[config.mk]
export PLATFORM = sky130hd
export DESIGN_NAME = ras_ctrl
export DESIGN_NICKNAME = d
export VERILOG_FILES = /design/src/rtl/ras_ctrl.sv
export SDC_FILE = /design/constraint.sdc
export NUM_CORES = 1
export LEC_CHECK = 0
export BUFFER_PORTS_ARGS = -buffer_cell sky130_fd_sc_hd__buf_2
export CAP_MARGIN = 0
export CORE_MARGIN = 10
export CORE_UTILIZATION = 57
export CTS_CLUSTER_SIZE = 12
export DETAILED_ROUTE_END_ITERATION = 12
export PLACE_DENSITY = 0.81
export SETUP_SLACK_MARGIN = 0.2
export SYNTH_ARGS = -nofsm -noshare
export SYNTH_HDL_FRONTEND = slang
export SYNTH_SLANG_ARGS = --single-unit
export TNS_END_PERCENT = 10
[constraint.sdc]
create_clock -name clk -period 11.5 [get_ports clk]
set_clock_uncertainty 0.1 [all_clocks]
set_input_delay 1.725 -clock clk [delete_from_list [all_inputs] [get_ports clk]]
set_output_delay 1.725 -clock clk [all_outputs]
set_load 0.05 [all_outputs]
[src/rtl/ras_ctrl.sv]
// Return-address-stack speculation controller: drives an external stack, logs each
// speculative push/pop with the value it destroyed, and unwinds the log on flush.
module ras_ctrl #(
  parameter int WIDTH    = 32,
  parameter int DEEP     = 8,
  parameter int LOG_DEEP = 8
) (
  input  logic                       clk,
  input  logic                       reset,
  input  logic                       req_call,
  input  logic [WIDTH-1:0]           req_call_addr,
  input  logic                       req_ret,
  output logic                       req_ready,
  output logic                       pred_valid,
  output logic [WIDTH-1:0]           pred_addr,
  input  logic                       commit,
  input  logic                       flush,
  output logic                       busy,
  output logic [$clog2(DEEP+1)-1:0]  depth,
  output logic                       stk_push,
  output logic                       stk_pop,
  output logic [WIDTH-1:0]           stk_data_in,
  input  logic [WIDTH-1:0]           stk_data_out,
  input  logic                       stk_empty
);

  localparam int DW = $clog2(DEEP + 1);
  localparam int LW = (LOG_DEEP > 1) ? $clog2(LOG_DEEP) : 1;
  localparam int CW = $clog2(LOG_DEEP + 1);
  localparam logic [DW-1:0] DEPTH_MAX = DW'(DEEP);
  localparam logic [CW-1:0] LOG_FULL  = CW'(LOG_DEEP);

  typedef enum logic [1:0] {OP_CALL, OP_RET, OP_REPL} op_e;
  typedef enum logic {IDLE, UNWIND} state_e;

  state_e            state_q;
  logic [LW-1:0]     head_q, tail_q;
  logic [CW-1:0]     count_q;
  logic [DW-1:0]     depth_q, depth_d;

  op_e               log_op_q  [LOG_DEEP];
  logic [WIDTH-1:0]  log_top_q [LOG_DEEP];
  logic              log_vld_q [LOG_DEEP];

  logic              accept, commit_ok;
  op_e               new_op;
  logic [LW-1:0]     undo_idx;
  op_e               undo_op;
  logic [WIDTH-1:0]  undo_top;
  logic              undo_vld;

  function automatic logic [DW-1:0] sat_inc(input logic [DW-1:0] d);
    return (d == DEPTH_MAX) ? d : d + DW'(1);
  endfunction

  function automatic logic [DW-1:0] sat_dec(input logic [DW-1:0] d);
    return (d == '0) ? d : d - DW'(1);
  endfunction

  assign pred_valid = !stk_empty;
  assign pred_addr  = stk_data_out;
  assign busy       = (state_q == UNWIND);
  assign depth      = depth_q;

  always_comb begin
    req_ready   = (state_q == IDLE) && !flush && (count_q != LOG_FULL);
    accept      = req_ready && (req_call || req_ret);
    commit_ok   = (state_q == IDLE) && commit && (count_q != '0);
    new_op      = (req_call && req_ret) ? OP_REPL : (req_call ? OP_CALL : OP_RET);
    undo_idx    = tail_q - LW'(1);
    undo_op     = log_op_q[undo_idx];
    undo_top    = log_top_q[undo_idx];
    undo_vld    = log_vld_q[undo_idx];
    stk_push    = 1'b0;
    stk_pop     = 1'b0;
    stk_data_in = req_call_addr;
    depth_d     = depth_q;
    if (state_q == IDLE) begin
      if (accept) begin
        case (new_op)
          OP_CALL: begin stk_push = 1'b1; depth_d = sat_inc(depth_q); end
          OP_RET:  begin stk_pop  = 1'b1; depth_d = sat_dec(depth_q); end
          default: begin
            stk_push = 1'b1;
            stk_pop  = 1'b1;
            depth_d  = (depth_q == '0) ? DW'(1) : depth_q;
          end
        endcase
      end
    end else begin
      // Undo the newest logged op; an empty-stack RET left nothing to restore.
      case (undo_op)
        OP_CALL: begin stk_pop = 1'b1; depth_d = sat_dec(depth_q); end
        OP_RET: begin
          if (undo_vld) begin
            stk_push    = 1'b1;
            stk_data_in = undo_top;
            depth_d     = sat_inc(depth_q);
          end
        end
        default: begin
          if (undo_vld) begin
            stk_push    = 1'b1;
            stk_pop     = 1'b1;
            stk_data_in = undo_top;
          end else begin
            stk_pop = 1'b1;
            depth_d = sat_dec(depth_q);
          end
        end
      endcase
    end
  end

  always_ff @(posedge clk or negedge reset) begin
    if (!reset) begin
      state_q <= IDLE;
      head_q  <= '0;
      tail_q  <= '0;
      count_q <= '0;
      depth_q <= '0;
    end else begin
      depth_q <= depth_d;
      case (state_q)
        IDLE: begin
          if (accept)    tail_q <= tail_q + LW'(1);
          if (commit_ok) head_q <= head_q + LW'(1);
          count_q <= count_q + CW'(accept) - CW'(commit_ok);
          if (flush && ((count_q - CW'(commit_ok)) != '0)) state_q <= UNWIND;
        end
        default: begin
          tail_q  <= undo_idx;
          count_q <= count_q - CW'(1);
          if (count_q == CW'(1)) state_q <= IDLE;
        end
      endcase
    end
  end

  // Log payload carries no reset; only entries between head and tail are ever read.
  always_ff @(posedge clk) begin
    if (accept) begin
      log_op_q[tail_q]  <= new_op;
      log_top_q[tail_q] <= stk_data_out;
      log_vld_q[tail_q] <= !stk_empty;
    end
  end

endmodule
==> impl_results.md, run 1 <==
* WS Path Type: flip-flop to primary output
* Tmin final at 7.55 ns
* CTS Root Cell: clkbuf_16
* DR iter-0 viols at 637
* DR WL/cell at 23.8 um
* Core area at ~21000 sq um
* First-pass GRT wire length at 41800 um
* PostCTS Resize Cnt at 0
* Post-synth EDFFs at 280
* Layout area overhead at 14.2%
* Setup-failing EPs final at 0
* Seq/Total Area, Yosys at 70.9%
* FF+latch area at 8710 sq um
* Fin Hold WS at 0.484 ns
* Pre-Repair DR Iteration Count at 5
* Clk slew on worst S/H paths at 0.06 ns
* Die X at roughly 170 um
* Initial core utilization at 58.3%
* Routed vias at 6769
* Flops & latches, synth at 292
* WP data arrival at 5.73 ns
* Post-synth top flop: edfxtp_1
* Mean Syn Cell Area at 17.3 sq um
* DRC at 0
* Reg-to-Reg Start: tail_q[0]$_DFFE_PN0N_
* ANT nets after route at 0
* Final #Nets at between 900 and 1000
* I/O pin count at between 100 and 150
* Die ar. at 27800 sq um
* Crit-path max cell delay at 1.12 ns
* Synth Instances at 711
* Clock tree buffer depth at 3
* Vias in the first global route at 7100
* Worst Path Required at 9.68 ns
* Grt total ovfl at 0
* Fill count at 1361
* Largest net degree at the start of global routing at 79
* Multi-input gate area at 3220 sq um
* Worst hold path type: flip-flop to flip-flop
* Slowest cell on the critical path: ha_4
* Detailed placer's ending HPWL at 15500 um
* Hold-fix buffer count after cts at 0
* Ratio of cells with drive above 1 in the final layout at ~33%
* GPL Wtd Cong at 0.795
* Yosys top cell area share at 68.4%
* Overall die height at 167 um
* Synth area leaders: edfxtp_1, mux4_2, nand2_1, dfrtp_1, buf_4
* Syn nets at a little under 800
* Crit. Startpoint: tail_q[0]$_DFFE_PN0N_
* Critical path cell sequence: inv_1 -> ha_4 -> mux2i_1 -> mux4_2 -> a31oi_4 -> buf_4 -> nor2_1 -> a31oi_1 -> buf_2
* Clock Latency Late Sink at 0.54 ns
* Max Clk Rate at ~130 MHz
* Total CTS buffers at 30
* FP Rows at 53
* Status: completed
* CP startpoint kind: flip-flop
* H-tree lvl count at 1
* Syn. warnings at 0
* TritonCTS clock tree: built
* Crit. End Element: primary output
* I/O Buffers at about 140
* Worst Max-Slew Pin Slew at 1.14 ns
* WL final at 26800 um
* Final Hold Fails at 0
* Synth async-reset ratio at 4.11%
* GRT Total Usage at 18.9%
* Count of different cell masters after synthesis at 46
* Synthesized cell area at 12300 sq um
* Buffer count from post-CTS setup fixing at 0
* Hold path startpoint: count_q[0]$_DFF_PN0_
* Slew Viols, Final at 0
* Synth area leader: edfxtp_1
* Max-cap violations at 0
* Period utilization at 65.7%
* Clock Sink Count at 292
* Initial antenna violation count at 0
* Critical-path maximum fanout at 78
* Slew margin rel. at 23.5%
* Ant. Diodes at 0
* Via-to-Cell Ratio at 6.00
* Setup TNS at 0 ns
* RSZ-0062 raised after global routing: no
## routing by layer
layer  track usage [%]  part of all wire (%)  up-vias
met5                 0                     0        -
met4              5.54                   2.3        0
met3              3.65                   7.6       57
met2              31.2                    50      325
met1              25.2                    40     3388
li1                  -                     -     2999
## state kept, by name, indices dropped and copies added (netlist names)
register   flops
log_vld_q      8
tail_q         3
busy           1
count_q        4
log_op_q      16
depth          4
log_top_q    256
## stage by stage
step,util (%),area (sq um),std cells,setup WS (ns)
finish,66.5,14000,1128,3.95
global route,66.5,14000,1128,3.46
CTS,66.5,14000,1128,3.84
detailed placement,62.4,13200,1076,4.58
global placement,62.4,13200,1076,4.69
floorplan,-,12300,711,3.66
## critical path: cells and delay by family, from the launching register on
| kind | cells | cell delay [ns] |
|---|---|---|
| multiplexers | 2 | 0.75 |
| adder cells (fa/ha/maj) | 1 | 1.12 |
| AND/OR/NAND/NOR | 1 | 0.11 |
| buffers and inverters | 3 | 1.13 |
| AO/OA/AOI/OAI | 2 | 1.02 |
| flip-flops | 1 | 1.02 |
## Yosys cell counts, types with 9 or more instances
cell and n:
buf_2 18, nor2_1 43, a21oi_1 9, a31oi_1 35, buf_4 33, edfxtp_1 280
nand2b_1 10, mux4_2 70, clkbuf_1 9, nand2_1 85, dfrtp_1 12, inv_1 13
ha_1 12
## kinds of logic after synthesis
family,share of synthesized area (%)
flops,70.9
simple gates,5.27
mux,13.8
buf+inv,3.79
compound gates,4.07
fa+ha+maj,1.38
xor+xnor,0.774
## placed cells by master, fill, tap and decap left out, types with 2 or more instances in the layout
| cell | count |
|---|---|
| ha_1 | 11 |
| a211oi_1 | 2 |
| nor2_4 | 3 |
| mux2_2 | 4 |
| a21oi_1 | 9 |
| edfxtp_1 | 280 |
| clkinv_2 | 4 |
| and2_1 | 2 |
| nand2_1 | 85 |
| xnor2_1 | 6 |
| clkbuf_16 | 31 |
| buf_4 | 15 |
| o21ai_1 | 3 |
| nand2b_1 | 10 |
| clkbuf_1 | 14 |
| nor2_1 | 40 |
| nor3_2 | 4 |
| xor2_1 | 2 |
| a31oi_1 | 34 |
| o22ai_1 | 2 |
| nor3_1 | 2 |
| a21o_1 | 6 |
| mux4_2 | 70 |
| nand3_1 | 2 |
| o221ai_1 | 2 |
| nor2b_1 | 2 |
| o21ai_0 | 8 |
| dfrtp_1 | 11 |
| mux2i_1 | 8 |
| inv_1 | 13 |
| buf_2 | 143 |
## worst paths after layout
kind | to | slack (ns) | depth (start not counted)
setup / recovery | stk_data_in[17] | 3.95 | 9
hold / removal | count_q[0]$_DFF_PN0_ | 0.48 | 1
setup reg to reg | depth[3]$_DFFE_PN0P_ | 7.05 | 8
hold reg to reg | count_q[0]$_DFF_PN0_ | 0.48 | 1
max in group asynchronous | tail_q[0]$_DFFE_PN0N_ | 10.07 | 1
min in group asynchronous | depth[3]$_DFFE_PN0P_ | 0.97 | 1
## final cells by class
| class | instances | share of cell area (%) |
|---|---|---|
| tap | 275 | 2.45 |
| clock buffer | 46 | 6.00 |
| clock inverter | 6 | 0.232 |
| timing repair buffer | 158 | 5.90 |
| sequential | 292 | 62.1 |
| inverter | 13 | 0.348 |
| multi-input combinational | 338 | 23.0 |
Power of run 1 is left out: the tool's default activity adds up to more than one toggle a clock period on the data nets, which glitch-free logic cannot reach.
==> run 2: changes to the inputs <==
- ABC_AREA: unset -> 1
- CORE_UTILIZATION: 57 -> 53
- PLACE_DENSITY: 0.81 -> 0.79
- clock period: 11.5 -> 6.31 ns (I/O delays scaled with it)
==> run 2 against run 1 <==
Count of clock-buffer cells in the layout is 10 lower; flip-flop and latch count stayed put; first-iteration DRC count is 27% higher; wire length rose by 9.5%; via count is 26% higher; final cell count is 36% higher; die area is 9.2% higher.
==> impl_results.md, run 2 <==
* Status: completed
* Total CTS buffers at 30 (unchanged)
* Syn. warnings at 0 (unchanged)
* Count of different cell masters after synthesis at 28 (-39%)
* Commonest non-fill, non-tap cells in the layout: edfxtp_1, nand2_1, buf_2
* Synth Instances at 1105 (+55%)
* CP bufs+invs at 4 (+1)
* Critical-path maximum fanout at 33 (-58%)
* Post-synth EDFFs at 280 (unchanged)
* Post-synth top flop: edfxtp_1
* FF+latch area at 8710 sq um (unchanged)
* Detailed placer's ending HPWL at 16700 um (+8.1%)
* Worst hold path type: input port to asynchronous set/reset pin
* Tmin final at 5.72 ns
* WS Path Type: flip-flop to primary output
* Initial antenna violation count at 2 (+2)
* Final #Nets at 1286 (+40%)
* Setup-failing EPs final at 0 (unchanged)
* GRT Total Usage at 18.7% (-0.22 points)
* WP data arrival at 4.68 ns (-1.05 ns)
* Initial core utilization at 53.8% (-4.5 points)
* Seq/Total Area, Yosys at 69.0% (-1.9 points)
* DRC at 0 (unchanged)
* Mean Syn Cell Area at 11.4 sq um (-34%)
* RSZ-0062 raised after global routing: no
* Yosys top cell area share at 66.6% (-1.8 points)
* Pre-Repair DR Iteration Count at 7 (+2)
* Die X at 174 um (+4.5%)
* Vias in the first global route at 8689 (+22%)
* Synth area leaders: edfxtp_1, nand2_1, o21ai_0, nor2_1, o22ai_1
* Overall die height at 174 um (+4.5%)
* FP Rows at 56 (+5.7%)
* Clk slew on worst S/H paths at 0.06 ns (about the same)
* PostCTS Resize Cnt at 0 (unchanged)
* Core area at 23500 sq um (+11%)
* Commonest non-fill, non-tap cell in the layout: edfxtp_1
* Clock tree buffer depth at 3 (unchanged)
* Layout area overhead at 13.5%
* Synth async-reset ratio at 4.11% (unchanged)
* Synthesized cell area at 12600 sq um (+2.8%)
* Fill count at 1754 (+29%)
* CTS Root Cell: clkbuf_16
* Grt total ovfl at 0 (unchanged)
* GPL Wtd Cong at 0.826 (+3.9%)
* Clock Latency Late Sink at 0.55 ns (about the same)
* Buffer count from post-CTS setup fixing at 0 (unchanged)
* Setup TNS at 0 ns (unchanged)
* Die ar. at 30400 sq um (+9.2%)
* Max layer used: met5
* Max Clk Rate at 175 MHz
* Syn nets at 1189 (+50%)
* ANT nets after route at 0 (unchanged)
* Max-cap violations at 0 (unchanged)
* Worst Max-Slew Pin Slew at 1.21 ns (+0.0712 ns)
* Most used cell along the critical path: nand2_1
* Top Registers: log_top_q: 256 flops, log_op_q: 16 flops, log_vld_q: 8 flops
* Ratio of cells with drive above 1 in the final layout at 17.6% (-16 points)
* I/O Buffers at 143 (unchanged)
* Largest net degree at the start of global routing at 117 (+48%)
* Synth area leader: edfxtp_1
* WL met3 at 2060 um (+0.73%)
* DR iter-0 viols at 812 (+27%)
* DR WL/cell at 19.1 um (-20%)
* Clock Sink Count at 292 (unchanged)
* Most common cell in the synthesized netlist: edfxtp_1
* H-tree lvl count at 1 (unchanged)
* Via-to-Cell Ratio at 5.57 (-7.1%)
* TritonCTS clock tree: built
* Routed vias at 8554 (+26%)
* WL final at 29400 um (+9.5%)
* Critical path cell sequence: inv_4 -> ha_2 -> xnor2_2 -> buf_4 -> nand2_1 -> nand2_1 -> nor2_1 -> nor3_4 -> inv_2 -> o21ai_0 -> buf_2
* Crit-path leading delay family: buffers and inverters
* Period utilization at 90.7%
* Multi-input gate area at 3310 sq um (+2.6%)
* CP startpoint kind: flip-flop
* I/O pin count at 144 (unchanged)
* Met2 WL at 14800 um (+9.2%)
* Slowest cell on the critical path: xnor2_2
* Met1 Wirelength at 11800 um (+11%)
* Slew margin rel. at 19.3% (-4.1 points)
* Final Hold Fails at 0 (unchanged)
* Crit-path max cell delay at 0.75 ns (-0.37 ns)
* Worst Path Required at 5.26 ns (-4.42 ns)
* Slew Viols, Final at 0 (unchanged)
* Reg with most FFs: log_top_q
* Hold-fix buffer count after cts at 0 (unchanged)
* Largest register FFs at 256 (unchanged)
* Most frequent cells after synthesis: edfxtp_1, nand2_1, nor2_1
* Crit. End Element: primary output
* First-pass GRT wire length at 45900 um (+9.8%)
* Flops & latches, synth at 292 (unchanged)
-- run 2: cell count changes after synthesis, moves of 15 or more --
cell	previous run	this run
o21ai_0	8	131
clkbuf_1	9	40
inv_1	13	49
nand2_1	85	244
a31oi_1	35	0
mux4_2	70	0
o221ai_1	2	17
o22ai_1	2	49
nand3_1	2	39
nor2_1	43	136
-- run 2: cells by family (layout without fill, tap and decap cells) --
family,after synthesis,in the layout,synth area share (%)
AO/OA/AOI/OAI,205,205,9.18
AND/OR/NAND/NOR,430,430,13.5
XOR/XNOR,11,11,0.822
other,0,1,0
buffers and inverters,145,255,5.50
multiplexers,9,9,0.713
adder cells (fa/ha/maj),13,13,1.35
flip-flops,292,292,69.0
-- run 2: cell type report --
cell class | instances | share of cell area, %
Inverter | 51 | 1.35
Sequential cell | 292 | 60.8
Clock inverter | 9 | 0.646
Multi-Input combinational cell | 668 | 23.1
Clock buffer | 36 | 5.54
Tap cell | 319 | 2.78
Timing Repair Buffer | 159 | 5.83
Antenna cell | 1 | 0.0175
-- run 2: through the flow --
step	utilization [%]	instances	worst slack [ns]	cell area (sq um)	hold slack [ns]
6_report	61.1	1535	0.586	14300	0.195
2_1_floorplan	-	1105	2.24	12600	0.432
3_5_place_dp	57.3	1489	1.13	13400	0.403
5_1_grt	61.1	1535	0.234	14300	0.197
4_1_cts	61.1	1534	0.529	14300	0.178
3_3_place_gp	57.3	1489	1.21	13400	0.401
-- run 2: routing by layer --
metal,GRT usage [%],up-vias
met4,7.09,2
met1,22.7,4112
li1,-,4038
met2,32.7,354
met3,3.12,48
met5,0,-
-- run 2: path summary, 6_finish.rpt --
path | end | slack [ns] | start | cells past startpoint
max reg2reg | log_top_q[6][31]$_DFFE_PP_ | 2.71 | tail_q[0]$_DFFE_PN0N_ | 5
min | depth[2]$_DFFE_PN0P_ | 0.20 | reset | 1
max | stk_push | 0.59 | tail_q[0]$_DFFE_PN0N_ | 11
min in group clk | depth[3]$_DFFE_PN0P_ | 0.41 | depth[3]$_DFFE_PN0P_ | 2
max in group asynchronous | tail_q[0]$_DFFE_PN0N_ | 5.64 | reset | 1
min reg2reg | depth[3]$_DFFE_PN0P_ | 0.41 | depth[3]$_DFFE_PN0P_ | 2
-- run 2: worst reg2reg max path, cell delays in order, from the launching register on --
cell	delay, ns
dfrtp_4	0.48
inv_4	0.17
buf_4	0.91
nand2_1	0.56
nor2_4	0.54
buf_4	0.47
Power of run 2 is left out for the same reason.
